File: src/rtl/pwm_pkg.sv
// pwm_pkg: shared mode enum, default resolution and duty saturation helper for PWM blocks
package pwm_pkg;
  typedef enum logic {PWM_EDGE = 1'b0, PWM_CENTER = 1'b1} pwm_mode_e;
  localparam int PWM_R = 8;
  localparam int PWM_DW = PWM_R + 1;
  function automatic logic [31:0] sat_duty(input logic [31:0] d, input int r);
    return (d > (32'd1 << r)) ? (32'd1 << r) : d;
  endfunction
endpackage

File: src/rtl/pwm_prescaler.sv
// pwm_prescaler: free-running clock divider producing one tick every final_value+1 clocks
module pwm_prescaler #(
  parameter int TIMER = 16
) (
  input  logic             clk,
  input  logic             reset_n,
  input  logic             enable,
  input  logic [TIMER-1:0] final_value,
  output logic             tick
);
  logic [TIMER-1:0] r_presc;
  // >= lets a lowered terminal count wrap immediately instead of running to overflow
  assign tick = enable && (r_presc >= final_value);
  always_ff @(posedge clk or negedge reset_n)
    if (!reset_n) r_presc <= '0;
    else r_presc <= (!enable || tick) ? '0 : r_presc + 1'b1;
endmodule

File: src/rtl/pwm_multi.sv
// pwm_multi: CH-channel edge/center-aligned PWM with double-buffered duty and mode
module pwm_multi
  import pwm_pkg::*;
#(
  parameter int R     = PWM_DW - 1,
  parameter int TIMER = 16,
  parameter int CH    = 4
) (
  input  logic              clk,
  input  logic              reset_n,
  input  logic              enable,
  input  logic [TIMER-1:0]  final_value,
  input  logic [CH*(R+1)-1:0] duty,
  input  logic              center_mode,
  output logic [CH-1:0]     pwm_out,
  output logic              period_tick
);
  localparam int DW = R + 1;
  logic         w_tick;
  logic         w_max;
  logic         w_bound;
  logic [R-1:0] r_cnt;
  logic         r_down;
  logic         r_ptick;
  pwm_mode_e    r_mode;
  pwm_prescaler #(.TIMER(TIMER)) u_presc (
    .clk(clk),
    .reset_n(reset_n),
    .enable(enable),
    .final_value(final_value),
    .tick(w_tick)
  );
  assign w_max = &r_cnt;
  assign w_bound = w_tick && ((r_mode == PWM_CENTER) ? (r_down && r_cnt == '0) : w_max);
  assign period_tick = r_ptick;
  // center mode holds cnt for one extra tick at the top (direction flip) and at the bottom (boundary)
  always_ff @(posedge clk or negedge reset_n)
    if (!reset_n) begin
      r_cnt  <= '0;
      r_down <= 1'b0;
    end else if (!enable || w_bound) begin
      r_cnt  <= '0;
      r_down <= 1'b0;
    end else if (w_tick) begin
      if (r_mode == PWM_CENTER && r_down) r_cnt <= r_cnt - 1'b1;
      else if (r_mode == PWM_CENTER && w_max) r_down <= 1'b1;
      else r_cnt <= r_cnt + 1'b1;
    end
  always_ff @(posedge clk or negedge reset_n)
    if (!reset_n) begin
      r_mode  <= PWM_EDGE;
      r_ptick <= 1'b0;
    end else begin
      r_ptick <= w_bound;
      if (!enable || w_bound) r_mode <= center_mode ? PWM_CENTER : PWM_EDGE;
    end
  for (genvar i = 0; i < CH; i++) begin : g_ch
    logic [R:0] w_sat;
    logic [R:0] r_duty;
    logic       r_pwm;
    assign w_sat = DW'(sat_duty(32'(duty[i*DW +: DW]), R));
    assign pwm_out[i] = r_pwm;
    always_ff @(posedge clk or negedge reset_n)
      if (!reset_n) begin
        r_duty <= '0;
        r_pwm  <= 1'b0;
      end else begin
        r_pwm <= enable && ({1'b0, r_cnt} < r_duty);
        if (!enable || w_bound) r_duty <= w_sat;
      end
  end
endmodule

File: config.mk
export PLATFORM = sky130hd
export DESIGN_NAME = pwm_multi
export DESIGN_NICKNAME = d
export VERILOG_FILES = /design/src/rtl/pwm_pkg.sv /design/src/rtl/pwm_prescaler.sv /design/src/rtl/pwm_multi.sv
export SDC_FILE = /design/constraint.sdc
export NUM_CORES = 1
export LEC_CHECK = 0
export ABC_AREA = 1
export ABC_CLOCK_PERIOD_IN_PS = 2500
export BUFFER_PORTS_ARGS = -buffer_cell sky130_fd_sc_hd__buf_2
export CAP_MARGIN = 25
export CORE_ASPECT_RATIO = 0.75
export CORE_MARGIN = 5
export CORE_UTILIZATION = 35
export CTS_BUF_LIST = sky130_fd_sc_hd__clkbuf_4
export CTS_CLUSTER_SIZE = 14
export DETAILED_ROUTE_END_ITERATION = 6
export PLACE_DENSITY = 0.61
export SLEW_MARGIN = 20
export SYNTH_ARGS = -nofsm -noshare
export SYNTH_HDL_FRONTEND = slang
export SYNTH_HIERARCHICAL = 1
export SYNTH_SLANG_ARGS = --single-unit
File: constraint.sdc
create_clock -name clk -period 2.5 [get_ports clk]
set_input_delay 0.125 -clock clk [delete_from_list [all_inputs] [get_ports clk]]
set_output_delay 0.125 -clock clk [all_outputs]
set_load 0.05 [all_outputs]
Word-level counts from Yosys, hierarchy flattened
Index checks and enable logic that the tools add are counted.

word-level totals
  register bits after elaboration = 67
  latch bits = 0
  bits in writable memories = 0
  bits in read-only memories = 0
  input bits = 56
  word-level logic and storage cells = 60
  memories kept = 0

operators by class
  $add $sub $neg = 3
  $mul = 0
  div/mod/pow operators = 0
  order comparisons = 9
  equality and inequality tests = 2
  shift-type cells = 0
  mux-type cells = 15
  bitwise logic cells = 0
  reductions and logical operators = 18

operators by type and width
  operator                                                             number
  9-bit greater-than comparator (second input constant)                4
  8-bit by 9-bit less-than comparator with 1-bit output                4
  9-bit 2-to-1 mux                                                     4
  8-bit 2-to-1 mux                                                     4
  16-bit by 1-bit adder with 16-bit output (second input constant)     1
  16-bit greater-or-equal comparator                                   1
  16-bit 2-to-1 mux                                                    1
  1-bit logical AND                                                    9
  8-bit by 1-bit adder with 8-bit output (second input constant)       1
  8-bit logical NOT                                                    1
  8-bit AND reduction                                                  1
  8-bit by 1-bit subtractor with 8-bit output (second input constant)  1
  1-bit 2-to-1 mux                                                     6
  2-bit nonzero test                                                   2
  3-bit inequality test (second input constant)                        1
  3-bit AND reduction                                                  1
  1-bit logical OR                                                     2
  2-bit inequality test (second input constant)                        1
  2-bit AND reduction                                                  1
  1-bit logical NOT                                                    1

Depth between registers and ports, before layout
  word-level depth = 7
  mapped depth = 17
  gate-level depth less buffers = 17

Modules after synthesis
The synthesis kept the hierarchy.

modules (own cells, without submodules)
  module         instances  cells each  area an instance (µm²)
  pwm_multi      1          417         3,238.1
  pwm_prescaler  1          154         1,251.2

Worst setup path after synthesis
OpenSTA, ideal clock, no wires.

  path kind = flip-flop to flip-flop
  start = register u_presc.r_presc[3]
  end = register r_cnt[3]
  setup time = 83 ps
  arrival time = 1,979 ps
  path slack = 439 ps
  cell stages (with the launch flop) = 16
  buffers on the path = 0
  clock period less this slack = 2,061 ps
  cell sequence = dfrtp_1 > ha_1 > nand2_1 > nor2_1 > nor2_1 > nand2_1 > nand2_1 > nand2_1 > nand2_2 > a21boi_0 > or2_2 > o21ai_2 > inv_1 > nor2_4 > nand2_1 > o21ai_0

between the ends
  longest elaborated chain between the ends = 6
  elaborated cells between the ends (all ways) = 8
  those cells by class = order compare (1); eq/ne (1); mux (1); reduce/logical (5)

RTL lines
  what                                                                          RTL line             text
  start: declaration                                                            pwm_prescaler.sv:11  logic [TIMER-1:0] r_presc;
  start signal: assignment                                                      pwm_prescaler.sv:16  else r_presc <= (!enable || tick) ? '0 : r_presc + 1'b1;
  16-bit greater-or-equal comparator (*)                                        pwm_prescaler.sv:13  assign tick = enable && (r_presc >= final_value);
  1-bit logical AND (*)                                                         pwm_prescaler.sv:13
  via w_tick                                                                    pwm_multi.sv:19      logic w_tick;
  1-bit logical AND                                                             pwm_multi.sv:34      assign w_bound = w_tick && ((r_mode == PWM_CENTER) ? (r_down && r_cnt == '0) : w_max);
  1-bit logical OR                                                              pwm_multi.sv:41      end else if (!enable || w_bound) begin
  3-bit inequality test (no line) / 2-bit nonzero test (equally long branches)  --
  2-bit AND reduction (no line)                                                 --
  end signal: assignment                                                        pwm_multi.sv:45      if (r_mode == PWM_CENTER && r_down) r_cnt <= r_cnt - 1'b1;
  end signal: assignment                                                        pwm_multi.sv:47      else r_cnt <= r_cnt + 1'b1;
  end: declaration                                                              pwm_multi.sv:22      logic [R-1:0] r_cnt;

Mark *: on every way through the listed nets, which the timed path passes. The rest lies on a longest branch.
A chain may end at the register's enable or synchronous reset.

Final worst setup path
  start = register u_presc.r_presc[2]
  end = register r_cnt[4]

The elaborated chain is that of the path after synthesis.

==> metrics.txt <==
metal3 WL between 500 and 600 um; CP endpoint kind flip-flop; Setup WS pre-CTS 0.08964 ns; clock period minus worst slack about 2.3 ns; Ports 61; maximum achievable frequency about 0.43 GHz; Max Buffers Root-to-Sink 2; Synth async-reset ratio 1.000; initial core utilization 0.3610; Crit Path Max Fanout 6; number of synthesized register bits 67; top sig layer met4; slew at the pin with the worst max-slew slack 0.6081 ns; Post-Syn Area per Cell 7.862 um^2; CTS tree built; Area growth syn-to-layout 20.40%; wl on met1 4.990 mm; register area share after synthesis 0.3735; CP startpoint kind flip-flop; Port Buffer Count 60; first-pass GRT wire length between 15 and 20 mm; pin count of the biggest net entering global routing 54; gp weighted congestion between 0.8 and 0.9; Post-synth top flop dfrtp_1; Synth Net Count approximately 680; final period utilization 0.9250; RSZ-0062 raised after global routing no; Clk pin slew, worst setup/hold paths between 0.1 and 0.15 ns; Final ANT Viol Nets 0; GRT Residual Overflow 0; Max rail drop VDD 0.0001652 V; Final Max Tran Viols 0; vias per cell roughly 4.8; DRT iter0 DRCs roughly 270; post-synth cell types 37; # fillers 1217; Die H about 110 um; Register Area about 1700 um^2; Worst Path Required ~2.9 ns; max-cap violations 0; final hold slack approximately 0.012 ns; final setup margin ~0.19 ns; vias 4009; Worst-Skew Late Latency 0.42 ns; core area 12440 um^2; final WL 11.14 mm; total track usage 0.1490; status finished clean; num rows 35; crit path DAT approximately 2.7 ns; area of the multi-input gates ~2300 um^2; Slew headroom 0.5893; setup_tns 0 ns; post-CTS setup buffers 0; commonest non-fill, non-tap cells in the layout 108 x nand2_1, 98 x inv_1, 67 x dfrtp_1; H-tree Lvls 3; Pre-Repair DR Iteration Count 5; skew final about 0.016 ns; Ys Warns 6; Clock Sinks 67; Final Hold Vio Count 0; post-DR wirelength/cell around 13 um; Die ar. between 15000 and 20000 um^2; initial antenna violation count 0; share of layout cells above drive strength 1 0.1627; Setup Viol. Count Final 0; synthesized area between 4000 and 5000 um^2; commonest non-fill, non-tap cell in the layout nand2_1; met2 wire length about 5.4 mm; cell count after synthesis between 500 and 600; Die X 140.8 um; clk root buf clkbuf_4; vias in the first global route approximately 4000; leakage approximately 2.8 nW; Num CTS Buffers 9; pwr dens roughly 430 nW/um^2; Reg2Reg Setup Slack 0.19 ns; DR DRC count 0; detailed placer's ending HPWL ~8.0 mm; min-delay worst type in2reg; EDFF count, synth 0; Crit Path Class reg2reg; Layout Nets 770
per-stage QoR:
| step | instances | utilization | power (mW) | cell area [um^2] |
|---|---|---|---|---|
| floorplan | 571 | - | 1.440 | 4489 |
| detailed placement | 789 | 0.3965 | 1.572 | 4931 |
| CTS | 834 | 0.4308 | 2.325 | 5358 |
| global route | 836 | 0.4344 | 2.457 | 5403 |
| global placement | 789 | 0.3965 | 1.559 | 4931 |
| finish | 837 | 0.4346 | 2.306 | 5405 |
worst max-delay path, cell delays in order (launching register included):
cell      delay, ns
dfrtp_1        0.45
ha_1           0.30
nand2_1        0.06
nor2_1         0.12
nor2_1         0.05
nand2_1        0.06
nand2_1        0.05
nand2_1        0.07
nand2_2        0.07
a21boi_1       0.23
or2_2          0.19
o21ai_2        0.08
nor2_2         0.27
nand3_1        0.15
nand2_1        0.09
power breakdown:
| part | total [mW] | internal [mW] | leakage, nW | switching, mW |
|---|---|---|---|---|
| Clock | 0.710 | 0.301 | 0.0733 | 0.409 |
| Combinational | 0.424 | 0.173 | 1.83 | 0.251 |
| Sequential | 1.17 | 1.14 | 0.883 | 0.0289 |
logic make-up (layout without fill, tap and decap cells):
logic type / after synthesis / count (layout) / share of synthesized area
other cells: 0 / 1 / 0
xor+xnor: 15 / 15 / 0.02927
buf+inv: 112 / 211 / 0.1095
compound gates: 88 / 88 / 0.1112
simple gates: 240 / 240 / 0.2400
flops: 67 / 67 / 0.3735
fa+ha+maj: 49 / 49 / 0.1366
registers in the layout, summed over array words and instances, names as in the netlist:
name             cells
r_down               1
u_presc/r_presc     16
period_tick          1
g_ch.r_duty         36
r_mode               1
r_cnt                8
g_ch.r_pwm           4
synth_stat cells, drive strengths merged (2+ instances only):
| cell | n | share of area |
|---|---|---|
| a21oi | 22 | 0.025 |
| nand4 | 3 | 0.0042 |
| o211ai | 4 | 0.0067 |
| nor4 | 4 | 0.0056 |
| nor2 | 65 | 0.064 |
| dfrtp | 67 | 0.37 |
| inv | 98 | 0.082 |
| buf | 13 | 0.027 |
| a21o | 2 | 0.0033 |
| o21ai | 47 | 0.054 |
| nand2 | 112 | 0.097 |
| o21a | 2 | 0.0033 |
| nand3 | 49 | 0.060 |
| o21bai | 3 | 0.0050 |
| xnor2 | 2 | 0.0039 |
| o2111ai | 4 | 0.0078 |
| o22ai | 2 | 0.0028 |
| xor2 | 13 | 0.025 |
| ha | 49 | 0.14 |
| nor3 | 5 | 0.0067 |
cell type report:
| type | instances | area share |
|---|---|---|
| Multi-Input combinational cell | 392 | 0.4294 |
| Sequential cell | 67 | 0.3102 |
| Timing Repair Buffer | 97 | 0.1282 |
| Inverter | 98 | 0.06806 |
| Tap cell | 166 | 0.03843 |
| Clock inverter | 7 | 0.01273 |
| Clock buffer | 9 | 0.01250 |
| Antenna cell | 1 | 0.0004630 |
worst paths after layout:
check,start,endpoint,depth (start not counted)
min reg2reg,u_presc/r_presc[0],u_presc/r_presc[0],1
min in group asynchronous,reset_n,g_ch[2].r_duty[5],2
max in group asynchronous,reset_n,g_ch[1].r_duty[0],4
max,u_presc/r_presc[2],r_cnt[4],14
max reg2reg,u_presc/r_presc[2],r_cnt[4],14
min,duty[2],g_ch[0].r_duty[2],3
layer usage:
metal  vias up  track usage
li1       2029            -
met1      1844       0.1873
met2       110       0.2544
met3        26      0.03095
met4         0      0.05463
met5         -            0
repair_timing:
item	CTS	global route
hold buffers	29	0
gates resized for setup	0	1
hold endpoints to repair	66	0
setup endpoints to repair	0	33
(Power assumes the default switching activity.)
